### config.mk
export PLATFORM = sky130hd
export DESIGN_NAME = mux_rr_arbiter_flat
export DESIGN_NICKNAME = d
export VERILOG_FILES = /design/src/rtl/mux_rr_arbiter_if.sv /design/src/rtl/mux_rr_arbiter.sv /design/src/flat_wrapper.sv
export SDC_FILE = /design/constraint.sdc
export NUM_CORES = 1
export LEC_CHECK = 0
export ABC_AREA = 1
export BUFFER_PORTS_ARGS = -buffer_cell sky130_fd_sc_hd__buf_4
export CAP_MARGIN = 20
export CORE_UTILIZATION = 23
export DETAILED_ROUTE_END_ITERATION = 6
export SLEW_MARGIN = 20
export SYNTH_ARGS = -nofsm -noshare
export SYNTH_HDL_FRONTEND = slang
export SYNTH_SLANG_ARGS = --single-unit
### constraint.sdc
create_clock -name clk -period 2.8 [get_ports clk]
set_input_delay 0.14 -clock clk [delete_from_list [all_inputs] [get_ports clk]]
set_output_delay 0.14 -clock clk [all_outputs]
set_load 0.1 [all_outputs]
### src/rtl/mux_rr_arbiter_if.sv
// Bundle of requester, consumer and arbitration status signals for mux_rr_arbiter.
// The arbiter takes the slave view; the producers/consumer side takes master.
interface mux_rr_arbiter_if #(
    parameter int WIDTH = 8
);
    logic             in0_valid;
    logic [WIDTH-1:0] in0_data;
    logic             in0_last;
    logic             in0_ready;

    logic             in1_valid;
    logic [WIDTH-1:0] in1_data;
    logic             in1_last;
    logic             in1_ready;

    logic             out_valid;
    logic [WIDTH-1:0] out_data;
    logic             out_src;
    logic             out_ready;

    logic             sel;
    logic [1:0]       gnt;
    logic             busy;

    modport master (
        output in0_valid, in0_data, in0_last,
        output in1_valid, in1_data, in1_last,
        output out_ready,
        input  in0_ready, in1_ready,
        input  out_valid, out_data, out_src,
        input  sel, gnt, busy
    );

    modport slave (
        input  in0_valid, in0_data, in0_last,
        input  in1_valid, in1_data, in1_last,
        input  out_ready,
        output in0_ready, in1_ready,
        output out_valid, out_data, out_src,
        output sel, gnt, busy
    );
endinterface

### src/rtl/mux_rr_arbiter.sv
// Round-robin burst arbiter driving a shared 2:1 datapath into a one-entry output stage.
// Optional stall release on the granted port is enabled by defining ARB_TIMEOUT_EN.
module mux_rr_arbiter #(
    parameter int WIDTH     = 8,
    parameter int MAX_BURST = 4,
    parameter int TIMEOUT   = 8
) (
    input logic             clk,
    input logic             rst_n,
    mux_rr_arbiter_if.slave bus
);
    localparam int CW = $clog2(MAX_BURST) + 1;
    localparam logic [CW-1:0] LAST_BEAT = CW'(MAX_BURST - 1);

    typedef enum logic {
        IDLE = 1'b0,
        BUSY = 1'b1
    } state_t;

    if (MAX_BURST < 1 || TIMEOUT < 1) begin : g_bad_param
        $error("mux_rr_arbiter: MAX_BURST and TIMEOUT must be >= 1");
    end

    state_t           state_q, state_d;
    logic             sel_q, sel_d;
    logic             ptr_q, ptr_d;
    logic [1:0]       gnt_q, gnt_d;
    logic [CW-1:0]    beat_q, beat_d;

    logic             out_valid_q, out_valid_d;
    logic [WIDTH-1:0] out_data_q, out_data_d;
    logic             out_src_q, out_src_d;

    logic             cur_valid;
    logic             cur_last;
    logic [WIDTH-1:0] cur_data;
    logic             can_load;
    logic             grant_rdy;
    logic             xfer;
    logic             at_limit;
    logic             burst_done;
    logic             stall_hit;
    logic             win;

    // The granted port as seen through the 2:1 select stage.
    assign cur_valid = sel_q ? bus.in1_valid : bus.in0_valid;
    assign cur_last  = sel_q ? bus.in1_last  : bus.in0_last;
    assign cur_data  = sel_q ? bus.in1_data  : bus.in0_data;

    // A new beat may enter when the output slot is empty or drains this cycle.
    assign can_load   = !out_valid_q || bus.out_ready;
    assign grant_rdy  = (state_q == BUSY) && can_load;
    assign xfer       = grant_rdy && cur_valid;
    assign at_limit   = (beat_q == LAST_BEAT);
    assign burst_done = xfer && (cur_last || at_limit);

    // Tie-break between simultaneous requests uses the round-robin pointer.
    assign win = (bus.in0_valid && bus.in1_valid) ? ptr_q : bus.in1_valid;

`ifdef ARB_TIMEOUT_EN
    localparam int SW = $clog2(TIMEOUT + 1);

    logic [SW-1:0] stall_q, stall_d;

    // Count idle cycles of the granted port; the TIMEOUT-th one forces release.
    always_comb begin
        stall_d   = stall_q;
        stall_hit = 1'b0;
        if (state_q != BUSY || xfer) begin
            stall_d = '0;
        end else if (!cur_valid) begin
            if (stall_q == SW'(TIMEOUT - 1)) begin
                stall_hit = 1'b1;
                stall_d   = '0;
            end else begin
                stall_d = stall_q + 1'b1;
            end
        end
    end

    // Stall counter register.
    always_ff @(posedge clk) begin
        if (!rst_n) begin
            stall_q <= '0;
        end else begin
            stall_q <= stall_d;
        end
    end
`else
    assign stall_hit = 1'b0;
`endif

    // Arbitration FSM: pick a winner in IDLE, hold the grant in BUSY until release.
    always_comb begin
        state_d = state_q;
        sel_d   = sel_q;
        ptr_d   = ptr_q;
        gnt_d   = gnt_q;
        beat_d  = beat_q;
        unique case (state_q)
            IDLE: begin
                if (bus.in0_valid || bus.in1_valid) begin
                    sel_d   = win;
                    gnt_d   = win ? 2'b10 : 2'b01;
                    beat_d  = '0;
                    state_d = BUSY;
                end
            end
            BUSY: begin
                if (xfer) begin
                    beat_d = beat_q + 1'b1;
                end
                if (burst_done || stall_hit) begin
                    state_d = IDLE;
                    ptr_d   = ~sel_q;
                    gnt_d   = 2'b00;
                end
            end
            default: begin
                state_d = IDLE;
            end
        endcase
    end

    // Arbitration state register.
    always_ff @(posedge clk) begin
        if (!rst_n) begin
            state_q <= IDLE;
            sel_q   <= 1'b0;
            ptr_q   <= 1'b0;
            gnt_q   <= 2'b00;
            beat_q  <= '0;
        end else begin
            state_q <= state_d;
            sel_q   <= sel_d;
            ptr_q   <= ptr_d;
            gnt_q   <= gnt_d;
            beat_q  <= beat_d;
        end
    end

    // Output slot: load on transfer, otherwise empty once the consumer takes it.
    always_comb begin
        out_valid_d = out_valid_q;
        out_data_d  = out_data_q;
        out_src_d   = out_src_q;
        if (xfer) begin
            out_valid_d = 1'b1;
            out_data_d  = cur_data;
            out_src_d   = sel_q;
        end else if (bus.out_ready) begin
            out_valid_d = 1'b0;
        end
    end

    // Output slot register; reset drops any beat not yet consumed.
    always_ff @(posedge clk) begin
        if (!rst_n) begin
            out_valid_q <= 1'b0;
            out_data_q  <= '0;
            out_src_q   <= 1'b0;
        end else begin
            out_valid_q <= out_valid_d;
            out_data_q  <= out_data_d;
            out_src_q   <= out_src_d;
        end
    end

    assign bus.in0_ready = grant_rdy && !sel_q;
    assign bus.in1_ready = grant_rdy && sel_q;
    assign bus.out_valid = out_valid_q;
    assign bus.out_data  = out_data_q;
    assign bus.out_src   = out_src_q;
    assign bus.sel       = sel_q;
    assign bus.gnt       = gnt_q;
    assign bus.busy      = (state_q == BUSY);
endmodule

### src/flat_wrapper.sv
// flat-port wrapper written by rule: the top's interface ports become plain ports
module mux_rr_arbiter_flat 
#(
    parameter int WIDTH     = 8,
    parameter int MAX_BURST = 4,
    parameter int TIMEOUT   = 8
)
  (clk, rst_n, bus_in0_valid, bus_in0_data, bus_in0_last, bus_in1_valid, bus_in1_data, bus_in1_last, bus_out_ready, bus_in0_ready, bus_in1_ready, bus_out_valid, bus_out_data, bus_out_src, bus_sel, bus_gnt, bus_busy);
  mux_rr_arbiter_if #(.WIDTH(WIDTH)) bus_i ();
  input logic clk;
  input logic rst_n;
  input wire logic [$bits(bus_i.in0_valid)-1:0] bus_in0_valid;
  input wire logic [$bits(bus_i.in0_data)-1:0] bus_in0_data;
  input wire logic [$bits(bus_i.in0_last)-1:0] bus_in0_last;
  input wire logic [$bits(bus_i.in1_valid)-1:0] bus_in1_valid;
  input wire logic [$bits(bus_i.in1_data)-1:0] bus_in1_data;
  input wire logic [$bits(bus_i.in1_last)-1:0] bus_in1_last;
  input wire logic [$bits(bus_i.out_ready)-1:0] bus_out_ready;
  output wire logic [$bits(bus_i.in0_ready)-1:0] bus_in0_ready;
  output wire logic [$bits(bus_i.in1_ready)-1:0] bus_in1_ready;
  output wire logic [$bits(bus_i.out_valid)-1:0] bus_out_valid;
  output wire logic [$bits(bus_i.out_data)-1:0] bus_out_data;
  output wire logic [$bits(bus_i.out_src)-1:0] bus_out_src;
  output wire logic [$bits(bus_i.sel)-1:0] bus_sel;
  output wire logic [$bits(bus_i.gnt)-1:0] bus_gnt;
  output wire logic [$bits(bus_i.busy)-1:0] bus_busy;
  assign bus_i.in0_valid = bus_in0_valid;
  assign bus_i.in0_data = bus_in0_data;
  assign bus_i.in0_last = bus_in0_last;
  assign bus_i.in1_valid = bus_in1_valid;
  assign bus_i.in1_data = bus_in1_data;
  assign bus_i.in1_last = bus_in1_last;
  assign bus_i.out_ready = bus_out_ready;
  assign bus_in0_ready = bus_i.in0_ready;
  assign bus_in1_ready = bus_i.in1_ready;
  assign bus_out_valid = bus_i.out_valid;
  assign bus_out_data = bus_i.out_data;
  assign bus_out_src = bus_i.out_src;
  assign bus_sel = bus_i.sel;
  assign bus_gnt = bus_i.gnt;
  assign bus_busy = bus_i.busy;
  mux_rr_arbiter #(.WIDTH(WIDTH), .MAX_BURST(MAX_BURST), .TIMEOUT(TIMEOUT)) u_core (.clk(clk), .rst_n(rst_n), .bus(bus_i));
endmodule
==> results.toml, run 1 <==
[setup_path]
r2r_slack_ns = 1.11
worstSetupPathType = "reg2out"
crit_slowest_cell = "dfxtp_1"
max_stage_delay_ns = 0.66
path_buf_inv = 2
reg2regPathDepth = 7
cp-start-kind = "flop"
path_cells = "inv_2 -> nor2_1 -> buf_4"
endpoint_kind = "output pin"
rr_startpoint = "u_core.bus.sel"
required_ns = 2.66
cp.arrival_ns = 1.60
rr_endpoint = "u_core.beat_q[0]"
critPathMaxFanout = 15
cp_top_family = "flip-flops"

[floorplanning]
die_area_sq_um = 4140
die_h_um = 64.4
pin_count = 39
start_util_pct = 24.3
fp.coreArea_sq_um = 3690
fp.dieW_um = 64.4
placementRows = 22

[timing]
relSlewSlack_pct = 64.5
maxSlewViolCount = 0
finalCritPeriodShare_pct = 62.2
tightest_slew_ns = 0.532
max_clock_freq_ghz = 0.574
finalSetupViolations = 0
rsz0062_at_grt = "false"
period_needed_ns = 1.74
hold_violations = 0
tns_ns = 0
fin_skew_ns = 0.00213

[power]
p_total_w = 0.000770
ir_drop_v = 0.000268
p_leak_nw = 0.603
powerDensity_nw_per_um2 = 613

[clock_tree]
cts.sinks = 18
clk_latency_ns = 0.25
clkSlewWorstSetupHoldPaths_ns = 0.07
cts_made_buffers = 3
cts-htree-levels = 1
ctsResizeCount = 0
cts_tree = "built"
hold_buffers = 0
postCtsSetupBuffers = 0
cts_buffer_depth = 2
clockRootBuffer = "clkbuf_8"

[min_path]
min_from = "rst_n"
holdPathStages = 3
hold_end = "u_core.bus.gnt[0]"
hold_path.class = "in2reg"

[synthesis]
synthCells = 129
avgSynthCellArea_sq_um = 6.93
seq_area_frac_synth_pct = 40.3
ys_ff_latch = 18
syn_area_sq_um = 895
ys_warn_count = 0
ys_types = 21
syn_nets = 154

[global_route]
grt_antenna_before_repair = 0
track_usage_pct = 12.1
grt_pass1_wl_um = 3860
gr-total-overflow = 0
grt_max_degree = 16
grt_pass1_vias = 839

[routing]
final_antenna_net_count = 0
top_layer_used = "met4"
met1Wirelength_um = 1140
drc = 0
via_count = 904
dr.pass1.iters = 4
wl_um = 2280
wl_met2_um = 872
wl_met3_um = 247
wire_per_inst_um = 10.7
avgViaCountPerCell = 4.22
drt-initial-drc-count = 53

[placed_design]
dp_hpwl_um = 1710
routabilityCongestion = 0.799
portBuffers = 38

[finish]
drive_above_1_share_pct = 31.3
diodes = 0
synthToLayoutAreaGrowth_pct = 40.4
nets = 192

[job]
drv_cap = 0

[status]
status = "finished, final reports clean"
## area by class of cell
type	instances	area (sq um)
Clock buffer	4	55.1
Multi-Input combinational cell	95	454
Inverter	11	41.3
Sequential cell	18	360
Tap cell	48	60.1
Timing Repair Buffer	38	285
Fill cell	424	2430
## worst reg2reg max path: stages, from the launching register on
cell     delay [ns]
dfxtp_1        0.66
inv_2          0.22
nand2_1        0.12
nand2_2        0.07
nand2_4        0.15
inv_2          0.14
o21ai_0        0.17
nor2_1         0.05
## cells in the mapped netlist, drive strengths merged
cell type	count	area share [%]
ha	2	2.8
buf	4	3.9
nor2	22	9.2
o21ai	10	6.0
nand3	7	3.9
and2	1	0.70
a21boi	2	1.7
a21oi	10	7.3
or2	1	0.70
clkbuf	1	0.42
inv	11	4.6
nand2	40	18
dfxtp	18	40
## report_power, final
group,total [W],switching (W),internal [W]
combinational,0.000268,0.000199,0.0000695
clock,0.000212,0.0000871,0.000125
sequential,0.000289,0.0000144,0.000275
## placed cells by master, fill, tap and decap left out, types with 2 or more instances in the layout
cell / Yosys / layout
o21ai_0: 9 / 9
inv_1: 8 / 8
inv_2: 3 / 3
nand2_1: 36 / 36
nor2_1: 22 / 22
a21boi_0: 2 / 2
ha_1: 2 / 2
nand3_1: 7 / 7
dfxtp_1: 18 / 18
buf_4: 1 / 38
a21oi_1: 8 / 8
clkbuf_8: 0 / 4
nand2_2: 3 / 3
## per-stage QoR
stage | setup slack, ns | hold WS (ns) | instance area [sq um] | instances | utilization (%)
3_3_place_gp | 1.21 | 0.451 | 1200 | 210 | 32.6
5_1_grt | 0.890 | 0.193 | 1260 | 214 | 34.1
6_report | 1.06 | 0.179 | 1260 | 214 | 34.1
3_5_place_dp | 1.13 | 0.449 | 1200 | 210 | 32.6
4_1_cts | 1.07 | 0.179 | 1260 | 214 | 34.1
2_1_floorplan | 0.00515 | 0.276 | 895 | 129 | -
## logic make-up (layout without fill, tap and decap cells)
family / count (synthesis) / in the layout / synth area share [%]
AO/OA/AOI/OAI: 22 / 22 / 15.0
adder cells (fa/ha/maj): 2 / 2 / 2.80
buffers and inverters: 16 / 53 / 8.95
flip-flops: 18 / 18 / 40.3
AND/OR/NAND/NOR: 71 / 71 / 33.0
## metal layers
metal / vias up / GRT usage, %
met4: 0 / 2.50
met5: - / 0
met2: 41 / 17.2
met3: 2 / 5.00
li1: 480 / -
met1: 381 / 16.7
## worst max path at each step
stage | startpoint | endpoint | slack [ns] | cells past startpoint
2_1_floorplan | u_core.bus.busy | bus_in0_ready | 0.005 | 4
3_3_place_gp | u_core.bus.sel | u_core.beat_q[0] | 1.21 | 7
3_5_place_dp | u_core.bus.sel | u_core.beat_q[0] | 1.13 | 7
4_1_cts | u_core.bus.sel | bus_in1_ready | 1.07 | 3
5_1_grt | u_core.bus.sel | u_core.beat_q[0] | 0.89 | 7
6_report | u_core.bus.sel | bus_in1_ready | 1.06 | 3
## flip-flops by register name, summed over array words and instances, names as in the netlist
name,count
u_core.bus.gnt,2
u_core.ptr_q,1
u_core.bus.out_src,1
u_core.bus.out_data,8
u_core.beat_q,3
u_core.bus.busy,1
u_core.bus.out_valid,1
u_core.bus.sel,1
Note: power is estimated with default switching activity, not from simulation.
==> run 2: changes to the inputs <==
ABC_AREA = 0   (was 1)
clock period = 1.49 ns   (was 2.8 ns; I/O delays follow)
==> run 2 against run 1 <==
  * Critical path depth grew 1
  * Power grew 85%
  * Clock skew grew 0.0018 ns
  * Wire length shrank 8.9%
  * Utilization grew 2.3 points
  * First-iteration DRC count shrank 58%
  * Design area shrank 0.30%
  * Worst setup slack lost 1.0 ns
  * Register-to-register slack lost 1.1 ns
  * Synthesized cell count shrank 29%
  * Sequential share of layout area grew 0.79 points
  * Combinational power grew 83%
  * Highest routed layer unchanged
==> results.toml, run 2 <==
[synthesis]
yosysMostFrequentCell = "dfxtp_1"
ys.flop_type = "dfxtp_1"
seq_area_frac_synth_pct = 42.5
synthCells = 92
ys_warn_count = 0
avgSynthCellArea_sq_um = 9.21
syn_nets = 117
ys_ff_latch = 18
synth-edff-count = 0
synth_area_leaders = "dfxtp_1 (43%), mux2i_1 (12%), a211oi_1 (7.1%)"
yosysTopAreaCellShare_pct = 42.5
synthTopCellsByCount = "dfxtp_1 (18), nor2_1 (13), mux2i_1 (10), a211oi_1 (8)"
ys_types = 22
syn_area_sq_um = 847
yosysTopAreaCell = "dfxtp_1"
async_flop_share_pct = 0

[placed_design]
place_inst = 172
routabilityCongestion = 0.762
dp_hpwl_um = 1590
portBuffers = 38

[finish]
post-route-util_pct = 36.4
synthToLayoutAreaGrowth_pct = 47.9
fillers = 357
diodes = 0
fin_cells = 176
final_common_cell = "buf_4"
drive_above_1_share_pct = 42.3
nets = 156
final_cell_mix = "buf_4 (38), dfxtp_1 (15), nor2_1 (11)"
largest_reg_flops = 8

[setup_path]
rr_endpoint = "u_core.ptr_q"
worstSetupPathType = "reg2reg"
rr_startpoint = "u_core.bus.sel"
crit_slowest_cell = "dfxtp_4"
crit_start = "u_core.bus.sel"
path_cells = "mux2_2 -> o2111ai_2 -> mux2i_1 -> nor2_1"
endpoint_kind = "flop"
cp-start-kind = "flop"
required_ns = 1.61
cp.arrival_ns = 1.56
crit_end = "u_core.ptr_q"
critPathMaxFanout = 7
reg2regPathDepth = 4
max_stage_delay_ns = 0.40
r2r_slack_ns = 0.04

[global_route]
grt_pass1_vias = 759
gr-total-overflow = 0
grt_max_degree = 18
grt_antenna_before_repair = 0
track_usage_pct = 11.5
grt_pass1_wl_um = 3580

[routing]
via_count = 788
dr.pass1.iters = 4
wl_um = 2080
avgViaCountPerCell = 4.48
final_antenna_net_count = 0
wire_per_inst_um = 11.8
drt-initial-drc-count = 22
drc = 0

[floorplanning]
fp.dieW_um = 62.7
pin_count = 39
die_area_sq_um = 3930
placementRows = 21
fp.coreArea_sq_um = 3440
die_h_um = 62.7
start_util_pct = 24.6

[power]
p_leak_nw = 0.537
ir_drop_v = 0.000266
powerDensity_nw_per_um2 = 1140

[clock_tree]
cts_made_buffers = 3
cts_buffer_depth = 2
clockRootBuffer = "clkbuf_8"
clkSlewWorstSetupHoldPaths_ns = 0.07
clk_latency_ns = 0.25
cts.sinks = 18
cts-htree-levels = 1
cts_tree = "built"

[job]
drv_cap = 0

[timing]
fin_skew_ns = 0.00392
rsz0062_at_grt = "true"
tightest_slew_ns = 0.530
max_clock_freq_ghz = 0.692
relSlewSlack_pct = 64.6
maxSlewViolCount = 0
finalCritPeriodShare_pct = 97.0
finalSetupViolations = 0
period_needed_ns = 1.45
hold_violations = 0

[min_path]
hold_path.class = "in2reg"

[status]
status = "finished, final reports clean"
-- run 2: changes by cell type after synthesis, sizes merged, moves of 3 or more --
cell    previous run  this run
o21ai             10         4
nor2              22        13
nand3              7         3
nand2             40         6
mux2i              0        10
mux2               0         3
a211oi             0         8
a21oi             10         6
inv               11         4
and3               0         3
-- run 2: logic make-up after synthesis --
logic type / share of synthesized area [%]
compound gates: 15.8
fa+ha+maj: 2.95
buf+inv: 7.09
flops: 42.5
mux: 16.2
simple gates: 15.4
-- run 2: cell type report --
cell class / count / area (sq um) / area share [%]
multi-input cells: 64 / 448 / 35.8
clock buffers: 4 / 55.1 / 4.40
inverters: 4 / 15.0 / 1.20
well taps: 46 / 57.6 / 4.60
flip-flops and latches: 18 / 369 / 29.5
repair buffers: 40 / 308 / 24.6
-- run 2: per-layer routing --
layer / global-route usage (%) / vias up / share of wire [%]
met5: 0 / - / 0
met4: 3.49 / 0 / 0.48
met3: 3.28 / 2 / 4.0
met2: 18.9 / 21 / 50
met1: 14.5 / 368 / 45
li1: - / 397 / -
-- run 2: worst min path at each step --
stage                     slack [ns]               end   from  depth (start not counted)
after floorplan                 0.19  u_core.beat_q[2]  rst_n                          1
after global placement          0.31  u_core.beat_q[2]  rst_n                          2
after detailed placement        0.32  u_core.beat_q[2]  rst_n                          2
after CTS                       0.06  u_core.beat_q[2]  rst_n                          2
after global routing            0.06  u_core.beat_q[2]  rst_n                          2
final                           0.06  u_core.beat_q[2]  rst_n                          2
-- run 2: metrics by stage --
step | hold slack, ns | setup WS, ns | cell area [sq um] | setup TNS, ns | total power [W]
after detailed placement | 0.320 | 0.0796 | 1190 | 0 | 0.00104
after global routing | 0.0645 | -0.0143 | 1250 | -0.0184 | 0.00149
after global placement | 0.313 | 0.126 | 1190 | 0 | 0.00104
after floorplan | 0.192 | -0.155 | 888 | -1.88 | 0.000932
final | 0.0635 | 0.0445 | 1250 | 0 | 0.00143
after CTS | 0.0601 | 0.00737 | 1240 | 0 | 0.00144
-- run 2: worst max-delay path, delay by kind of cell (launching register included) --
| family | cells | cell delay [ns] |
|---|---|---|
| compound gates | 1 | 0.28 |
| simple gates | 1 | 0.06 |
| flops | 1 | 0.40 |
| mux | 2 | 0.58 |
-- run 2: power by group --
| group | internal [W] | leakage (nW) | switching (W) |
|---|---|---|---|
| logic | 0.000144 | 0.359 | 0.000347 |
| registers | 0.000516 | 0.149 | 0.0000276 |
| clock network | 0.000234 | 0.0288 | 0.000157 |
-- run 2: repair_timing --
action	4_1_cts	5_1_grt
setup buffers	0	0
hold buffers	0	0
gates resized for setup	0	2
setup endpoints to repair	0	3
